===== src/rtl/xil_bram_sdp_arb_if.sv =====
// Client-side bus of the shared SDP block RAM arbiter: two write clients, two read
// clients and the tagged read-return channel.
interface xil_bram_sdp_arb_if #(
  parameter int unsigned ADR = 10,
  parameter int unsigned DAT = 18
) ();
  logic           w0_req, w1_req;
  logic [ADR-1:0] w0_ad, w1_ad;
  logic [DAT-1:0] w0_da, w1_da;
  logic           w0_ack, w1_ack;
  logic           r0_req, r1_req;
  logic [ADR-1:0] r0_ad, r1_ad;
  logic           r0_ack, r1_ack;
  logic           rd_vld;
  logic           rd_id;
  logic [DAT-1:0] rd_da;

  modport master (
    output w0_req, w1_req, w0_ad, w1_ad, w0_da, w1_da,
    output r0_req, r1_req, r0_ad, r1_ad,
    input  w0_ack, w1_ack, r0_ack, r1_ack,
    input  rd_vld, rd_id, rd_da
  );

  modport slave (
    input  w0_req, w1_req, w0_ad, w1_ad, w0_da, w1_da,
    input  r0_req, r1_req, r0_ad, r1_ad,
    output w0_ack, w1_ack, r0_ack, r1_ack,
    output rd_vld, rd_id, rd_da
  );
endinterface


===== src/rtl/xil_bram_sdp_arb.sv =====
// Shares one single-clock simple-dual-port block RAM between two writers and two readers.
// Zero-sweeps the RAM after reset or on request, then round-robins each port independently.
module xil_bram_sdp_arb #(
  parameter int unsigned ADR = 10,
  parameter int unsigned DAT = 18,
  parameter int unsigned DEP = 1024,
  parameter int unsigned DEL = 1
) (
  input  logic                 clk,
  input  logic                 rst,
  input  logic                 clr_req,
  output logic                 busy,
  xil_bram_sdp_arb_if.slave    bus,
  output logic                 mem_wen,
  output logic [ADR-1:0]       mem_wad,
  output logic [DAT-1:0]       mem_wda,
  output logic                 mem_ren,
  output logic [ADR-1:0]       mem_rad,
  input  logic [DAT-1:0]       mem_rda
);

  localparam logic [ADR-1:0] LastCnt = ADR'(DEP - 1);

  typedef enum logic [0:0] {StClr, StRun} state_e;

  state_e         state_q, state_d;
  logic [ADR-1:0] cnt_q, cnt_d;
  logic           wptr_q, wptr_d;
  logic           rptr_q, rptr_d;
  logic [DEL-1:0] vld_q, vld_d;
  logic [DEL-1:0] id_q, id_d;

  logic run, clr;
  logic wwin, wgnt, rwin, rgnt;

  always_comb begin
    // rst is folded in so the reset cycle itself shows idle outputs
    run  = (state_q == StRun) && !rst;
    clr  = (state_q == StClr) && !rst;
    busy = rst || (state_q == StClr);

    wwin = (bus.w0_req && bus.w1_req) ? wptr_q : bus.w1_req;
    wgnt = run && (bus.w0_req || bus.w1_req);
    rwin = (bus.r0_req && bus.r1_req) ? rptr_q : bus.r1_req;
    rgnt = run && (bus.r0_req || bus.r1_req);

    bus.w0_ack = wgnt && !wwin;
    bus.w1_ack = wgnt && wwin;
    bus.r0_ack = rgnt && !rwin;
    bus.r1_ack = rgnt && rwin;

    mem_wen = 1'b0;
    mem_wad = '0;
    mem_wda = '0;
    if (clr) begin
      mem_wen = 1'b1;
      mem_wad = cnt_q;
    end else if (wgnt) begin
      mem_wen = 1'b1;
      mem_wad = wwin ? bus.w1_ad : bus.w0_ad;
      mem_wda = wwin ? bus.w1_da : bus.w0_da;
    end

    mem_ren = rgnt;
    mem_rad = rgnt ? (rwin ? bus.r1_ad : bus.r0_ad) : '0;

    wptr_d = wgnt ? !wwin : wptr_q;
    rptr_d = rgnt ? !rwin : rptr_q;

    state_d = state_q;
    cnt_d   = cnt_q;
    unique case (state_q)
      StClr: begin
        if (cnt_q == LastCnt) begin
          state_d = StRun;
          cnt_d   = '0;
        end else begin
          cnt_d = cnt_q + 1'b1;
        end
      end
      StRun: begin
        if (clr_req) begin
          state_d = StClr;
          cnt_d   = '0;
        end
      end
      default: state_d = StClr;
    endcase

    // Return tags keep flowing through a sweep; only rst flushes them
    vld_d    = vld_q;
    id_d     = id_q;
    vld_d[0] = rgnt;
    id_d[0]  = rgnt && rwin;
    for (int i = 1; i < int'(DEL); i++) begin
      vld_d[i] = vld_q[i-1];
      id_d[i]  = id_q[i-1];
    end

    bus.rd_vld = vld_q[DEL-1] && !rst;
    bus.rd_id  = id_q[DEL-1] && !rst;
    bus.rd_da  = mem_rda;
  end

  always_ff @(posedge clk) begin
    if (rst) begin
      state_q <= StClr;
      cnt_q   <= '0;
      wptr_q  <= 1'b0;
      rptr_q  <= 1'b0;
      vld_q   <= '0;
      id_q    <= '0;
    end else begin
      state_q <= state_d;
      cnt_q   <= cnt_d;
      wptr_q  <= wptr_d;
      rptr_q  <= rptr_d;
      vld_q   <= vld_d;
      id_q    <= id_d;
    end
  end

endmodule


===== src/flat_wrapper.sv =====
// flat-port wrapper written by rule: the top's interface ports become plain ports
module xil_bram_sdp_arb_flat 
#(
  parameter int unsigned ADR = 10,
  parameter int unsigned DAT = 18,
  parameter int unsigned DEP = 1024,
  parameter int unsigned DEL = 1
)
  (clk, rst, clr_req, busy, mem_wen, mem_wad, mem_wda, mem_ren, mem_rad, mem_rda, bus_w0_req, bus_w1_req, bus_w0_ad, bus_w1_ad, bus_w0_da, bus_w1_da, bus_r0_req, bus_r1_req, bus_r0_ad, bus_r1_ad, bus_w0_ack, bus_w1_ack, bus_r0_ack, bus_r1_ack, bus_rd_vld, bus_rd_id, bus_rd_da);
  xil_bram_sdp_arb_if #(.ADR(ADR), .DAT(DAT)) bus_i ();
  input  logic clk;
  input  logic rst;
  input  logic clr_req;
  output logic busy;
  output logic mem_wen;
  output logic [ADR-1:0] mem_wad;
  output logic [DAT-1:0] mem_wda;
  output logic mem_ren;
  output logic [ADR-1:0] mem_rad;
  input  logic [DAT-1:0] mem_rda;
  input wire logic [$bits(bus_i.w0_req)-1:0] bus_w0_req;
  input wire logic [$bits(bus_i.w1_req)-1:0] bus_w1_req;
  input wire logic [$bits(bus_i.w0_ad)-1:0] bus_w0_ad;
  input wire logic [$bits(bus_i.w1_ad)-1:0] bus_w1_ad;
  input wire logic [$bits(bus_i.w0_da)-1:0] bus_w0_da;
  input wire logic [$bits(bus_i.w1_da)-1:0] bus_w1_da;
  input wire logic [$bits(bus_i.r0_req)-1:0] bus_r0_req;
  input wire logic [$bits(bus_i.r1_req)-1:0] bus_r1_req;
  input wire logic [$bits(bus_i.r0_ad)-1:0] bus_r0_ad;
  input wire logic [$bits(bus_i.r1_ad)-1:0] bus_r1_ad;
  output wire logic [$bits(bus_i.w0_ack)-1:0] bus_w0_ack;
  output wire logic [$bits(bus_i.w1_ack)-1:0] bus_w1_ack;
  output wire logic [$bits(bus_i.r0_ack)-1:0] bus_r0_ack;
  output wire logic [$bits(bus_i.r1_ack)-1:0] bus_r1_ack;
  output wire logic [$bits(bus_i.rd_vld)-1:0] bus_rd_vld;
  output wire logic [$bits(bus_i.rd_id)-1:0] bus_rd_id;
  output wire logic [$bits(bus_i.rd_da)-1:0] bus_rd_da;
  assign bus_i.w0_req = bus_w0_req;
  assign bus_i.w1_req = bus_w1_req;
  assign bus_i.w0_ad = bus_w0_ad;
  assign bus_i.w1_ad = bus_w1_ad;
  assign bus_i.w0_da = bus_w0_da;
  assign bus_i.w1_da = bus_w1_da;
  assign bus_i.r0_req = bus_r0_req;
  assign bus_i.r1_req = bus_r1_req;
  assign bus_i.r0_ad = bus_r0_ad;
  assign bus_i.r1_ad = bus_r1_ad;
  assign bus_w0_ack = bus_i.w0_ack;
  assign bus_w1_ack = bus_i.w1_ack;
  assign bus_r0_ack = bus_i.r0_ack;
  assign bus_r1_ack = bus_i.r1_ack;
  assign bus_rd_vld = bus_i.rd_vld;
  assign bus_rd_id = bus_i.rd_id;
  assign bus_rd_da = bus_i.rd_da;
  xil_bram_sdp_arb #(.ADR(ADR), .DAT(DAT), .DEP(DEP), .DEL(DEL)) u_core (.clk(clk), .rst(rst), .clr_req(clr_req), .busy(busy), .bus(bus_i), .mem_wen(mem_wen), .mem_wad(mem_wad), .mem_wda(mem_wda), .mem_ren(mem_ren), .mem_rad(mem_rad), .mem_rda(mem_rda));
endmodule

===== config.mk =====
export PLATFORM = sky130hd
export DESIGN_NAME = xil_bram_sdp_arb_flat
export DESIGN_NICKNAME = d
export VERILOG_FILES = /design/src/rtl/xil_bram_sdp_arb_if.sv /design/src/rtl/xil_bram_sdp_arb.sv /design/src/flat_wrapper.sv
export SDC_FILE = /design/constraint.sdc
export NUM_CORES = 1
export LEC_CHECK = 0
export BUFFER_PORTS_ARGS = -buffer_cell sky130_fd_sc_hd__buf_4
export CORE_ASPECT_RATIO = 0.75
export CORE_UTILIZATION = 30
export DETAILED_ROUTE_END_ITERATION = 8
export PLACE_DENSITY = 0.77
export SLEW_MARGIN = 10
export SYNTH_ARGS = -nofsm -noshare
export SYNTH_HDL_FRONTEND = slang
export SYNTH_SLANG_ARGS = --single-unit

===== constraint.sdc =====
create_clock -name clk -period 1.4 [get_ports clk]
set_input_delay 0.07 -clock clk [delete_from_list [all_inputs] [get_ports clk]]
set_output_delay 0.07 -clock clk [all_outputs]
set_load 0.005 [all_outputs]

### Yosys cells after proc, flatten, opt, wreduce, memory -nomap -nowiden

Index checks and enable logic that the tools add are counted.

* bitwise operators: 1
* $add $sub $neg: 1
* muxes and demuxes: 18
* equal/unequal tests: 2
* reduce and logical (&&, ||, !) cells: 18

Operators with widths (count)
* $mux W10: 7
* $mux W18: 3
* $pmux W10 S2: 1
* $logic_and A1 B1 Y1: 12
* $add A10 B1 Y10 const B: 1
* $eq A10 B10 Y1 const B: 1
* $mux W1: 6
* $logic_not A1 Y1: 3
* $logic_or A1 B1 Y1: 3
* $ne A2 B2 Y1 const B: 1
* $pmux W1 S2: 1
* $not A1 Y1: 1

* register bits: 15
* logic and storage cells: 46
* input bits: 101

### Depth between registers and ports, before layout

* depth in word-level cells: 5
* mapped depth: 7

### Worst setup path after synthesis

OpenSTA, ideal clock, no wires.

* path type: register to register
* start point: register u_core.cnt_q[0]
* end point: register u_core.cnt_q[5]
* cell stages (with the launch flop): 7
* setup time: 95 ps
* period minus slack after synthesis: 1458 ps
* slack: -58 ps
* arrival: 1363 ps
* data required time: 1305 ps
* cell sequence: dfxtp_1 > ha_1 > and4_2 > buf_2 > a31oi_2 > nand3_1 > o311ai_1

* longest elaborated chain between the ends: 3
* elaborated cells between the ends (all ways): 4
* classes of those cells: add/sub (1); eq/ne (1); mux (2)

RTL lines
* start: declaration: RTL line xil_bram_sdp_arb.sv:27 `logic [ADR-1:0] cnt_q, cnt_d;`
* start signal: assignment: RTL line xil_bram_sdp_arb.sv:115 `cnt_q <= cnt_d;`
* $add A10 B1 Y10 or $eq A10 B10 Y1 (tied branches): RTL line xil_bram_sdp_arb.sv:78, xil_bram_sdp_arb.sv:74
* $mux W10 *: RTL line xil_bram_sdp_arb.sv:74 `if (cnt_q == LastCnt) begin`
* $pmux W10 S2 *: RTL line xil_bram_sdp_arb.sv:72 `unique case (state_q)`

Every way passes the cells marked *; elsewhere a longest branch is shown, timed or not.
A chain may end at the register's enable or synchronous reset.

### Final worst setup path

* start point: register u_core.state_q
* end point: output port mem_wad[2]

* longest elaborated chain between the ends: 4
* elaborated cells between the ends (all ways): 6
* classes of those cells: mux (2); bitwise (1); reduce/logical (3)

RTL lines
* start: declaration: RTL line xil_bram_sdp_arb.sv:26 `state_e state_q, state_d;`
* start signal: assignment: RTL line xil_bram_sdp_arb.sv:107 `state_q <= StClr;`
* start signal: assignment: RTL line xil_bram_sdp_arb.sv:114 `state_q <= state_d;`
* $logic_and A1 B1 Y1: RTL line xil_bram_sdp_arb.sv:38 `run = (state_q == StRun) && !rst;`
* $logic_and A1 B1 Y1: RTL line xil_bram_sdp_arb.sv:43 `wgnt = run && (bus.w0_req || bus.w1_req);`
* $mux W10: RTL line xil_bram_sdp_arb.sv:58 `end else if (wgnt) begin`
* $mux W10 *: RTL line xil_bram_sdp_arb.sv:55 `if (clr) begin`
* end: declaration: RTL line flat_wrapper.sv:16 `output logic [ADR-1:0] mem_wad;`

Marks and branches as above.

==> flow_summary.ini <==
[pwr]
p_int_uw = 814
seqPwrFrac = 0.422
p_sw_uw = 237
pwr_density_cell_nw_per_um2 = 415
vdd_drop_max_v = 0.000385
p_leak_nw = 1.32
combPwrFrac = 0.246
switching_share = 0.226
power_frac_clock = 0.332

[placement]
place_ws_ps = -55.6
finalWeightedCongestion = 0.830
numPortBuffers = 129
hpwlAfterDp_mm = 4.05
dp.cells = 342

[clock_tree]
clk_pin_slew_ps = 70
worst_skew_pair.late_latency_ps = 250
cts.path.max_buffers = 2
htreeDepth = 1
hold_buffers = 0
cts_tree = built
cts_root_buf = clkbuf_8
cts_buffers = 3
cts_num_sinks = 15

[setup_path]
start_kind = flip-flop
crit_path_top_delay_cell = a222oi_1
slowest_delay_ps = 370
r2r-end = u_core.cnt_q[9]
end_kind = output pin
crit_buf_inv = 3
cp_data_arrival_time_ps = 1610
cp_max_fo = 11
reg2reg_depth = 4
worstPathCellList = nor2b_4 > and3_4 > buf_12 > a222oi_1 > inv_1 > buf_6
r2r-start = u_core.state_q
critPathKind = reg -> out
rrSetupSlack_ps = -30
path_delay_family = buffers and inverters
cp.required_ps = 1330

[synthesis]
ys.flop_type = dfxtp_1
ys_seq_elements = 15
synthTopCellsByArea = dfxtp_1, a22o_1, buf_4
yosysWarnings = 0
yosys.area.top_type_share = 0.221
synth.largest_area_cell = dfxtp_1
async_flop_share = 0
synth_fp_nets = 270
ys_types = 42
syn-cell-area_um2 = 1360
synth_edf_count = 0
syn_inst = 168
synth.avg_cell_area_um2 = 8.08
yosysSeqAreaShare = 0.221

[timing]
fin_tns_setup_ps = -6160
period_needed_ps = 1680
finalHoldViolations = 0
tightestPinTransition_ps = 414
drv_slew = 0
fmaxAchievable_mhz = 594
fin_ws_ps = -285
slew_headroom = 0.721
fin_crit_sh = 1.20
clock_skew_ps = 10.9
finalSetupViolCount = 40
rsz0062_at_grt = true
holdWs_ps = 35.6

[grt]
antenna_found_initial = 0
grt_max_degree = 14
grt_util_all_layers = 0.193
grt_pass1_wl_mm = 7.38
grt_pass1_vias = 1688
grt_overflow = 0

[flow_run]
drv_cap = 0

[die]
io_pins = 166
dieArea_um2 = 4800
start_util = 0.323
row_count = 20
fp.dieH_um = 60.3
core_area_um2 = 4200
die_x_um = 79.7

[finish]
mostFrequentLayoutCells = buf_4, a22o_1, inv_1, nand2_1, dfxtp_1
syn2layout_area_growth_pct = 86.6
diodes = 0
final_common_cell = buf_4
nNetsFinal = 399
drive_above_1_share = 0.615
final_cells = 351

[drt]
vias_per_cell = 5.16
drc_errors = 0
antenna_left = 0
drt-initial-drc-count = 103
drt_wl_total_mm = 5.15
avgRoutedWirePerCell_um = 14.7
firstDrtPassIters = 4
vias = 1811

[min_path]
min_from = bus_w1_req
holdPathStages = 2
hold_path.class = in -> reg
hold-path-endpoint = u_core.wptr_q

[status]
violations = negative setup slack
status = complete, but fails checks
## worst max path at each step
stage | from | cells after the start | endpoint
finish | u_core.state_q | 6 | mem_wad[2]
CTS | u_core.state_q | 6 | mem_wad[2]
detailed placement | u_core.state_q | 6 | mem_wad[2]
global placement | u_core.state_q | 6 | mem_wad[5]
floorplan | u_core.cnt_q[1] | 5 | u_core.cnt_q[0]
global route | u_core.state_q | 6 | mem_wad[2]
## metrics by stage
stage	utilization	total power, mW	cell area (um2)
detailed placement	0.562	0.706	2360
global route	0.603	1.10	2530
finish	0.603	1.05	2530
global placement	0.562	0.699	2360
floorplan	-	0.537	1370
CTS	0.592	1.05	2490
## Yosys cell counts (2+ instances only)
| cell | number |
|---|---|
| buf_4 | 21 |
| and3_1 | 2 |
| clkbuf_8 | 2 |
| a21oi_1 | 5 |
| a222oi_1 | 9 |
| clkbuf_2 | 2 |
| nand2_1 | 14 |
| nor2_1 | 6 |
| a22o_1 | 29 |
| o211ai_1 | 2 |
| nand3_1 | 3 |
| buf_2 | 6 |
| or2_1 | 2 |
| buf_6 | 2 |
| inv_1 | 14 |
| o21ai_0 | 6 |
| nor2b_1 | 3 |
| nand4_1 | 2 |
| dfxtp_1 | 15 |
## metal layers
metal	vias to the layer above	track usage	share of wire
li1	874	-	-
met4	0	0.0416	0.0078
met3	4	0.0519	0.090
met1	847	0.227	0.41
met2	86	0.350	0.49
met5	-	0	0
## layout make-up
cell class | instances | area (um2)
clock buffer | 3 | 41.3
clock inverter | 1 | 5.00
fill | 371 | 1670
inverter | 15 | 56.3
multi-input combinational | 104 | 811
sequential | 15 | 305
tap | 55 | 68.8
timing repair buffer | 158 | 1250
## cell families after synthesis
| kind of cell | count (synthesis) | synth area share |
|---|---|---|
| compound gates | 62 | 0.380 |
| xor+xnor | 1 | 0.00645 |
| fa+ha+maj | 1 | 0.00922 |
| buf+inv | 49 | 0.227 |
| flops | 15 | 0.221 |
| mux | 1 | 0.00829 |
| simple gates | 39 | 0.148 |
## timing repair
action | in CTS | in global routing
gates resized for setup | 7 | 16
setup endpoints to repair | 43 | 50
setup buffers | 3 | 1
cloned | 1 | 1
pin swaps | 5 | 6
## flip-flops by register name (all words and copies together), names as in the netlist
name            cells
u_core.rptr_q       1
u_core.state_q      1
u_core.vld_q        1
u_core.wptr_q       1
u_core.cnt_q       10
u_core.id_q         1
## power by group through the flow
stage	clock network, mW	registers, mW	logic, mW
floorplan	0	0.451	0.0859
detailed placement	0	0.453	0.253
CTS	0.355	0.443	0.256
finish	0.348	0.444	0.259
global route	0.374	0.445	0.277
global placement	0	0.452	0.248
Power figures use the tool's default switching activity.
